--- config.mk ---
export PLATFORM = sky130hd
export DESIGN_NAME = kmeans_nearest_centroid_flat
export DESIGN_NICKNAME = d
export VERILOG_FILES = /design/src/rtl/kmeans_nearest_centroid_if.sv /design/src/rtl/kmeans_nearest_centroid.sv /design/src/flat_wrapper.sv
export SDC_FILE = /design/constraint.sdc
export NUM_CORES = 2
export LEC_CHECK = 0
export CAP_MARGIN = 20
export CORE_UTILIZATION = 35
export DETAILED_ROUTE_END_ITERATION = 12
export MAX_ROUTING_LAYER = met4
export PLACE_DENSITY = 0.52
export RECOVER_POWER = 50
export SYNTH_ARGS = -nofsm -noshare
export SYNTH_HDL_FRONTEND = slang
export SYNTH_SLANG_ARGS = --single-unit
export TNS_END_PERCENT = 1
--- constraint.sdc ---
create_clock -name clk -period 28.4 [get_ports clk]
set_clock_uncertainty 0.05 [all_clocks]
set_input_delay 5.68 -clock clk [delete_from_list [all_inputs] [get_ports clk]]
set_output_delay 5.68 -clock clk [all_outputs]
set_load 0.01 [all_outputs]
--- src/rtl/kmeans_nearest_centroid_if.sv ---
// Handshake bundle for the K-means assignment stage.
//   cw_*      : centroid write port (controller -> stage)
//   in_*      : point input stream (valid/ready)
//   out_*     : result stream (valid/ready), nearest index + squared distance
//   busy      : stage has a point in flight
// master = controller/testbench side, slave = the assignment stage.
interface kmeans_nearest_centroid_if #(
    parameter int COORD_W = 15,
    parameter int IDX_W   = 4
);
    logic               cw_en;
    logic [IDX_W-1:0]   cw_idx;
    logic [COORD_W-1:0] cw_x;
    logic [COORD_W-1:0] cw_y;
    logic               busy;
    logic               in_valid;
    logic               in_ready;
    logic [COORD_W-1:0] in_x;
    logic [COORD_W-1:0] in_y;
    logic               out_valid;
    logic               out_ready;
    logic [IDX_W-1:0]   out_idx;
    logic [31:0]        out_dist;
    logic               out_none;

    modport master (
        output cw_en, cw_idx, cw_x, cw_y, in_valid, in_x, in_y, out_ready,
        input  busy, in_ready, out_valid, out_idx, out_dist, out_none
    );

    modport slave (
        input  cw_en, cw_idx, cw_x, cw_y, in_valid, in_x, in_y, out_ready,
        output busy, in_ready, out_valid, out_idx, out_dist, out_none
    );
endinterface

--- src/rtl/kmeans_nearest_centroid.sv ---
// K-means assignment stage. Holds K 2-D centroids and, for each accepted
// point, walks the centroids one per cycle to find the nearest one by
// squared Euclidean distance.
// Ports:
//   clk   : clock, rising edge
//   reset : synchronous, active-high
//   bus   : kmeans_nearest_centroid_if.slave (centroid writes, point in,
//           result out, busy)
// Timing: point accepted at edge E0 -> out_valid high after edge E0+K.
module kmeans_nearest_centroid #(
    parameter int K       = 4,
    parameter int COORD_W = 15,
    parameter int IDX_W   = 4
) (
    input  logic clk,
    input  logic reset,
    kmeans_nearest_centroid_if.slave bus
);
    localparam int PROD_W = 2 * COORD_W;
    localparam int D_W    = 2 * COORD_W + 1;
    // Storage is sized to the full index space so c_reg never indexes out
    // of range; slots >= K are never written and stay invalid.
    localparam int NSLOT  = 1 << IDX_W;
    localparam logic [IDX_W:0]   K_CMP = (IDX_W + 1)'(K);
    localparam logic [IDX_W-1:0] LAST  = IDX_W'(K - 1);

    typedef enum logic [1:0] {IDLE, CALC, DONE} state_t;

    state_t             state_reg;
    logic [IDX_W-1:0]   c_reg;
    logic [COORD_W-1:0] px_reg;
    logic [COORD_W-1:0] py_reg;
    logic [31:0]        best_dist_reg;
    logic [IDX_W-1:0]   best_idx_reg;
    logic               found_reg;
    logic               in_ready_reg;
    logic               busy_reg;
    logic               out_valid_reg;
    logic [IDX_W-1:0]   out_idx_reg;
    logic [31:0]        out_dist_reg;
    logic               out_none_reg;

    logic [COORD_W-1:0] cx_reg [NSLOT];
    logic [COORD_W-1:0] cy_reg [NSLOT];
    logic [NSLOT-1:0]   cvalid_reg;

    logic               wr_en;
    logic [COORD_W-1:0] cx_cur;
    logic [COORD_W-1:0] cy_cur;
    logic [COORD_W-1:0] dx;
    logic [COORD_W-1:0] dy;
    logic [PROD_W-1:0]  dx_sq;
    logic [PROD_W-1:0]  dy_sq;
    logic [D_W-1:0]     d;
    logic [31:0]        d32;
    logic               take;
    logic [31:0]        best_dist_next;
    logic [IDX_W-1:0]   best_idx_next;
    logic               found_next;

    // Writes only land while idle, so the centroid set is frozen for the
    // whole scan of a point. A write on the accepting edge is still seen,
    // since the first comparison happens one edge later.
    assign wr_en = bus.cw_en && (state_reg == IDLE) && ({1'b0, bus.cw_idx} < K_CMP);

    always_ff @(posedge clk) begin
        if (reset) begin
            cvalid_reg <= '0;
            for (int i = 0; i < NSLOT; i++) begin
                cx_reg[i] <= '0;
                cy_reg[i] <= '0;
            end
        end else if (wr_en) begin
            cx_reg[bus.cw_idx]     <= bus.cw_x;
            cy_reg[bus.cw_idx]     <= bus.cw_y;
            cvalid_reg[bus.cw_idx] <= 1'b1;
        end
    end

    // Distance of the latched point to centroid c_reg. Widths are chosen so
    // the sum is exact: each square fits 2*COORD_W bits, the sum one more.
    always_comb begin
        cx_cur = cx_reg[c_reg];
        cy_cur = cy_reg[c_reg];
        dx     = (px_reg >= cx_cur) ? (px_reg - cx_cur) : (cx_cur - px_reg);
        dy     = (py_reg >= cy_cur) ? (py_reg - cy_cur) : (cy_cur - py_reg);
        dx_sq  = PROD_W'(dx) * PROD_W'(dx);
        dy_sq  = PROD_W'(dy) * PROD_W'(dy);
        d      = D_W'(dx_sq) + D_W'(dy_sq);
        d32    = 32'(d);
        // Strict less-than keeps the lower index on ties.
        take   = cvalid_reg[c_reg] && (!found_reg || (d32 < best_dist_reg));
        best_dist_next = take ? d32   : best_dist_reg;
        best_idx_next  = take ? c_reg : best_idx_reg;
        found_next     = found_reg | take;
    end

    always_ff @(posedge clk) begin
        if (reset) begin
            state_reg     <= IDLE;
            c_reg         <= '0;
            px_reg        <= '0;
            py_reg        <= '0;
            best_dist_reg <= '1;
            best_idx_reg  <= '0;
            found_reg     <= 1'b0;
            in_ready_reg  <= 1'b1;
            busy_reg      <= 1'b0;
            out_valid_reg <= 1'b0;
            out_idx_reg   <= '0;
            out_dist_reg  <= '0;
            out_none_reg  <= 1'b0;
        end else begin
            case (state_reg)
                IDLE: begin
                    if (bus.in_valid) begin
                        px_reg        <= bus.in_x;
                        py_reg        <= bus.in_y;
                        c_reg         <= '0;
                        best_dist_reg <= '1;
                        best_idx_reg  <= '0;
                        found_reg     <= 1'b0;
                        in_ready_reg  <= 1'b0;
                        busy_reg      <= 1'b1;
                        state_reg     <= CALC;
                    end
                end
                CALC: begin
                    best_dist_reg <= best_dist_next;
                    best_idx_reg  <= best_idx_next;
                    found_reg     <= found_next;
                    c_reg         <= c_reg + 1'b1;
                    if (c_reg == LAST) begin
                        // With nothing found, best_* still hold their
                        // start values: index 0 and all-ones distance.
                        out_valid_reg <= 1'b1;
                        out_none_reg  <= ~found_next;
                        out_idx_reg   <= best_idx_next;
                        out_dist_reg  <= best_dist_next;
                        state_reg     <= DONE;
                    end
                end
                DONE: begin
                    if (bus.out_ready) begin
                        out_valid_reg <= 1'b0;
                        in_ready_reg  <= 1'b1;
                        busy_reg      <= 1'b0;
                        state_reg     <= IDLE;
                    end
                end
                default: begin
                    state_reg <= IDLE;
                end
            endcase
        end
    end

    assign bus.in_ready  = in_ready_reg;
    assign bus.busy      = busy_reg;
    assign bus.out_valid = out_valid_reg;
    assign bus.out_idx   = out_idx_reg;
    assign bus.out_dist  = out_dist_reg;
    assign bus.out_none  = out_none_reg;
endmodule
--- src/flat_wrapper.sv ---
// flat-port wrapper written by rule: the top's interface ports become plain ports
module kmeans_nearest_centroid_flat 
#(
    parameter int K       = 4,
    parameter int COORD_W = 15,
    parameter int IDX_W   = 4
)
  (clk, reset, bus_cw_en, bus_cw_idx, bus_cw_x, bus_cw_y, bus_in_valid, bus_in_x, bus_in_y, bus_out_ready, bus_busy, bus_in_ready, bus_out_valid, bus_out_idx, bus_out_dist, bus_out_none);
  kmeans_nearest_centroid_if #(.COORD_W(COORD_W), .IDX_W(IDX_W)) bus_i ();
  input  logic clk;
  input  logic reset;
  input wire logic [$bits(bus_i.cw_en)-1:0] bus_cw_en;
  input wire logic [$bits(bus_i.cw_idx)-1:0] bus_cw_idx;
  input wire logic [$bits(bus_i.cw_x)-1:0] bus_cw_x;
  input wire logic [$bits(bus_i.cw_y)-1:0] bus_cw_y;
  input wire logic [$bits(bus_i.in_valid)-1:0] bus_in_valid;
  input wire logic [$bits(bus_i.in_x)-1:0] bus_in_x;
  input wire logic [$bits(bus_i.in_y)-1:0] bus_in_y;
  input wire logic [$bits(bus_i.out_ready)-1:0] bus_out_ready;
  output wire logic [$bits(bus_i.busy)-1:0] bus_busy;
  output wire logic [$bits(bus_i.in_ready)-1:0] bus_in_ready;
  output wire logic [$bits(bus_i.out_valid)-1:0] bus_out_valid;
  output wire logic [$bits(bus_i.out_idx)-1:0] bus_out_idx;
  output wire logic [$bits(bus_i.out_dist)-1:0] bus_out_dist;
  output wire logic [$bits(bus_i.out_none)-1:0] bus_out_none;
  assign bus_i.cw_en = bus_cw_en;
  assign bus_i.cw_idx = bus_cw_idx;
  assign bus_i.cw_x = bus_cw_x;
  assign bus_i.cw_y = bus_cw_y;
  assign bus_i.in_valid = bus_in_valid;
  assign bus_i.in_x = bus_in_x;
  assign bus_i.in_y = bus_in_y;
  assign bus_i.out_ready = bus_out_ready;
  assign bus_busy = bus_i.busy;
  assign bus_in_ready = bus_i.in_ready;
  assign bus_out_valid = bus_i.out_valid;
  assign bus_out_idx = bus_i.out_idx;
  assign bus_out_dist = bus_i.out_dist;
  assign bus_out_none = bus_i.out_none;
  kmeans_nearest_centroid #(.K(K), .COORD_W(COORD_W), .IDX_W(IDX_W)) u_core (.clk(clk), .reset(reset), .bus(bus_i));
endmodule
Word level (Yosys, flattened, before mapping)
Memories as Yosys holds them, arrays and structs flattened. A register that Yosys moved wholly into a read port is not among the register bits. Cells that the tools add are included.

$add $sub $neg: 6. $mul: 2. $lt $le $gt $ge: 7. Eq/ne operators: 6. Mux-type cells: 41. Bitwise gates (word level): 3. Reduce and logical (&&, ||, !) cells: 18.

Operators by type and width (count): $mux W32 (2); $pmux W32 S2 (1); $mul A15 B15 Y30 (2); $mux W15 (4); $sub A15 B15 Y15 (4); $lt A31 B32 Y1 (1); $mux W4 (8); $add A30 B30 Y31 (1); $ge A15 B15 Y1 (2); $reduce_or A15 Y1 (2); $or A16 B16 Y16 (1); $pmux W4 S2 (2); $mux W1 (14); $lt A4 B5 Y1 const B (2); $reduce_and A3 Y1 (3); $pmux W1 S2 (4); $mux W2 (3); $pmux W2 S3 (1); $reduce_and A2 Y1 (3); $reduce_bool A2 Y1 (3); $add A4 B1 Y4 const B (1); $bmux W1 S4 (1); $demux W1 S4 (1); $eq A4 B2 Y1 const B (1); other kinds (12) (16).

Register bits after elaboration: 129. Bits in writable memories: 480. Input port bits: 69. Output and inout bits: 40. Logic and storage cells: 99. Memories: 2.

Memories: u_core.cx_reg (depth 16, bits a word 15, read ports 1, clocked after Yosys merged registers in 1, wr ports 16, line kmeans_nearest_centroid.sv:43) `logic [COORD_W-1:0] cx_reg [NSLOT];`; u_core.cy_reg (depth 16, bits a word 15, read ports 1, clocked after Yosys merged registers in 1, wr ports 16, line kmeans_nearest_centroid.sv:44) `logic [COORD_W-1:0] cy_reg [NSLOT];`.

Longest topological paths before layout
Word-level depth: 9. Gate-level depth with buffers: 58. Depth with buffers taken out: 52.

Least setup slack after synthesis
Ideal clock, no wire load.

Kind: flip-flop to flip-flop. From: register with a tool-made name. To: register u_core.best_dist_reg[26]. Library setup time: 123 ps. Data arrival time: 13297 ps. Data required time: 28227 ps. Path slack: 14929 ps. Stages on the path, launching flop included: 56. Buffers on the path: 6. Period minus slack after synthesis: 13471 ps. Path through: dfxtp_1 > clkbuf_1 > buf_1 > mux4_2 > mux4_2 > ha_1 > buf_2 > nand3_1 > o21bai_4 > nand3_2 > nand2_2 > a311oi_2 > or2_1 > buf_6 > mux2_4 > o31a_1 > buf_6 > nor3_1 > (+20 left out) > a31oi_1 > a21oi_1 > a21o_1 > a21oi_1 > xnor2_1 > inv_1 > ha_1 > nand3_1 > nor4_1 > nor3b_1 > nand3_1 > a211oi_1 > a221o_1 > nor3_1 > buf_2 > mux2i_1 > a21oi_1 > or2_2.

RTL lines: end signal, assigned (line kmeans_nearest_centroid.sv:129) `best_dist_reg <= best_dist_next;`; end, declared (line kmeans_nearest_centroid.sv:33) `logic [31:0] best_dist_reg;`.

==> results_dict.tcl <==
set metrics [dict create \
    busiest_layer "met2" \
    clockRootBuffer "clkbuf_16" \
    nets 4361 \
    cts-hold-fix-buffers 0 \
    post-dp-hpwl_um 68400 \
    drive_above_1_share_pct 9.38 \
    place.gp.congestion 0.888 \
    slew_violations 459 \
    clk_pin_slew_worst_paths_ns 0.06 \
    setup_slack_ns 11.25 \
    met1_usage_pct 21.7 \
    synth_top_family_by_area "adder cells" \
    die_area_sq_um 116000 \
    synth_area_sq_um 40000 \
    synth_mux_area_share_pct 10.0 \
    relSlewSlack_pct -438 \
    cts.sinks 613 \
    violations "capacitance limit, slew limit" \
    grt_antenna_before_repair 1 \
    clk_latency_ns 0.63 \
    htreeDepth 3 \
    cts_buffer_depth 3 \
    crit_top_cell "fa_1" \
    post-place-ws_ns 11.15 \
    end_kind "register" \
    wl_per_cell_um 17.8 \
    core-area_sq_um 113000 \
    postRouteWirelength_um 93400 \
    numCtsBuffers 70 \
    grt_pass1_vias 25343 \
    worstPathArrival_ns 17.27 \
    routed-via-count 24397 \
    synth_cell_type_count 82 \
    dr.pass1.iters 5 \
    critPathLaunchType "register" \
    synthCells 3257 \
    ys_warn_count 0 \
    use_met3_pct 2.35 \
    cts_resized 0 \
    tns_ns 0 \
    rows 123 \
    hold_violations 0 \
    synthTopCellsByArea "edfxtp_1, fa_1, mux4_2, ha_1, dfxtp_1" \
    synth-xor-area-share_pct 1.45 \
    worst_hold_slack_ns 0.402 \
    fin_crit_sh_pct 60.4 \
    use_met2_pct 28.2 \
    synth-simple-area-share_pct 8.79 \
    path_class "reg -> reg" \
    synth_top_area_share_pct 36.0 \
    async_flop_share_pct 0 \
    ant_nets 0 \
    yosys.area_share.adder_pct 24.7 \
    rsz0062_at_grt "false" \
    die_x_um 340 \
    worst_slew_pin_slew_ns 8.07 \
    synth_compound_area_share_pct 5.79 \
    yosys.area.top_type "edfxtp_1" \
    hold_path_class "reg -> reg" \
    drt_iter0_drc 1544 \
    min_period_ns 17.15 \
    post-cts-setup-buffer-count 0 \
    syn2layout_area_growth_pct 16.2 \
    cp_max_fo 44 \
    synth-main-ff-cell "edfxtp_1" \
    viasPerCell 4.64 \
    grt_overflow 0 \
    grt_max_degree 173 \
    worst_path_largest_cell_delay_ns 0.90 \
    drv_cap 7 \
    ys_seq_area_share_pct 42.7 \
    final_util_pct 41.2 \
    outcome "finished, violations left" \
    grt_usage_pct 17.0 \
    start_util_pct 35.4 \
    grt_pass1_wl_um 147000 \
    required_ns 28.52 \
    placement.io_buffers 108 \
    drc 0 \
    ys_ff_latch 613 \
    cts_tree "yes" \
    io_pins 109 \
    worst_path_max_delay_cell "xor2_1" \
    syn_avg_cell_area_sq_um 12.3 \
    die_y_um 340 \
    synth_edf_count 480 \
    clock.fmax_mhz 58.3 \
    setup_violations 0 \
]
[cells in the mapped netlist, types with 13 or more instances]
cell type	n
nand2b_1	16
nor2b_1	24
clkbuf_1	104
fa_1	332
a21oi_1	121
buf_1	22
dfxtp_1	133
edfxtp_1	480
xor2_1	18
xnor2_1	41
nor3_1	33
ha_1	260
nand4_1	18
nor4_1	17
o22ai_1	20
o21ai_0	54
buf_2	16
and2_1	101
mux2i_1	44
inv_1	527
nor2_1	206
nand3_1	29
a211oi_1	38
mux4_2	154
o21a_1	13
nand2_1	219
and3_1	39
a21o_1	36
[cell families after synthesis]
| group | count (synthesis) |
|---|---|
| adders and majority gates | 592 |
| muxes | 206 |
| xor gates and xnor gates | 63 |
| other | 1 |
| AOI/OAI and AO/OA | 362 |
| buffers and inverters | 686 |
| and+or+nand+nor | 734 |
| DFF | 613 |
[cell type report]
| class | instances | area (sq um) |
|---|---|---|
| fillers | 10804 | 66500 |
| repair buffers | 159 | 1450 |
| inverters | 539 | 2020 |
| diodes | 1 | 2.50 |
| clock buffers | 95 | 1910 |
| clock inverters | 31 | 442 |
| well taps | 1500 | 1880 |
| multi-input cells | 2317 | 21700 |
| flip-flops and latches | 613 | 17100 |
[worst paths after layout]
check / start / to / slack [ns] / cells past startpoint
worst max register to register: register / u_core.bus.out_dist[19]$_SDFFE_PP0P_ / 11.25 / 51
worst min-delay path: u_core.bus.out_dist[4]$_SDFFE_PP0P_ / u_core.bus.out_dist[4]$_SDFFE_PP0P_ / 0.40 / 2
worst max-delay path: register / u_core.bus.out_dist[19]$_SDFFE_PP0P_ / 11.25 / 51
worst min register to register: u_core.bus.out_dist[4]$_SDFFE_PP0P_ / u_core.bus.out_dist[4]$_SDFFE_PP0P_ / 0.40 / 2
[routing by layer]
metal | vias to the layer above | routed length, um
met5 | - | 0
met4 | 0 | 2360
met3 | 115 | 3950
met2 | 470 | 46300
met1 | 12137 | 40800
li1 | 11675 | -
[cells in the final DEF, fill, tap and decap left out, types with 44 or more instances in the layout]
cell	instances
clkbuf_16	70
nor2_1	204
dfxtp_1	129
buf_4	44
inv_1	527
and2_1	101
clkdlybuf4s50_1	72
edfxtp_1	480
o21ai_0	54
mux4_2	154
conb_1	360
ha_1	260
fa_1	332
a21oi_1	121
nand2_1	219
[stage by stage]
step | cell area (sq um) | cells
after floorplan | 41400 | 3616
after global placement | 44200 | 5127
after detailed placement | 44200 | 5127
after CTS | 46500 | 5253
after global routing | 46500 | 5255
final | 46500 | 5255
[worst max-delay path, delay by kind of cell, from the launching register on]
kind / cells / cell delay, ns
compound gates: 13 / 2.99
mux: 3 / 1.36
flops: 1 / 0.85
buf+inv: 10 / 2.99
simple gates: 12 / 2.35
fa+ha+maj: 11 / 4.92
xor+xnor: 2 / 1.16
Power is not shown: default switching activity piles up to over one toggle a cycle in this logic, so the estimate is an artifact.
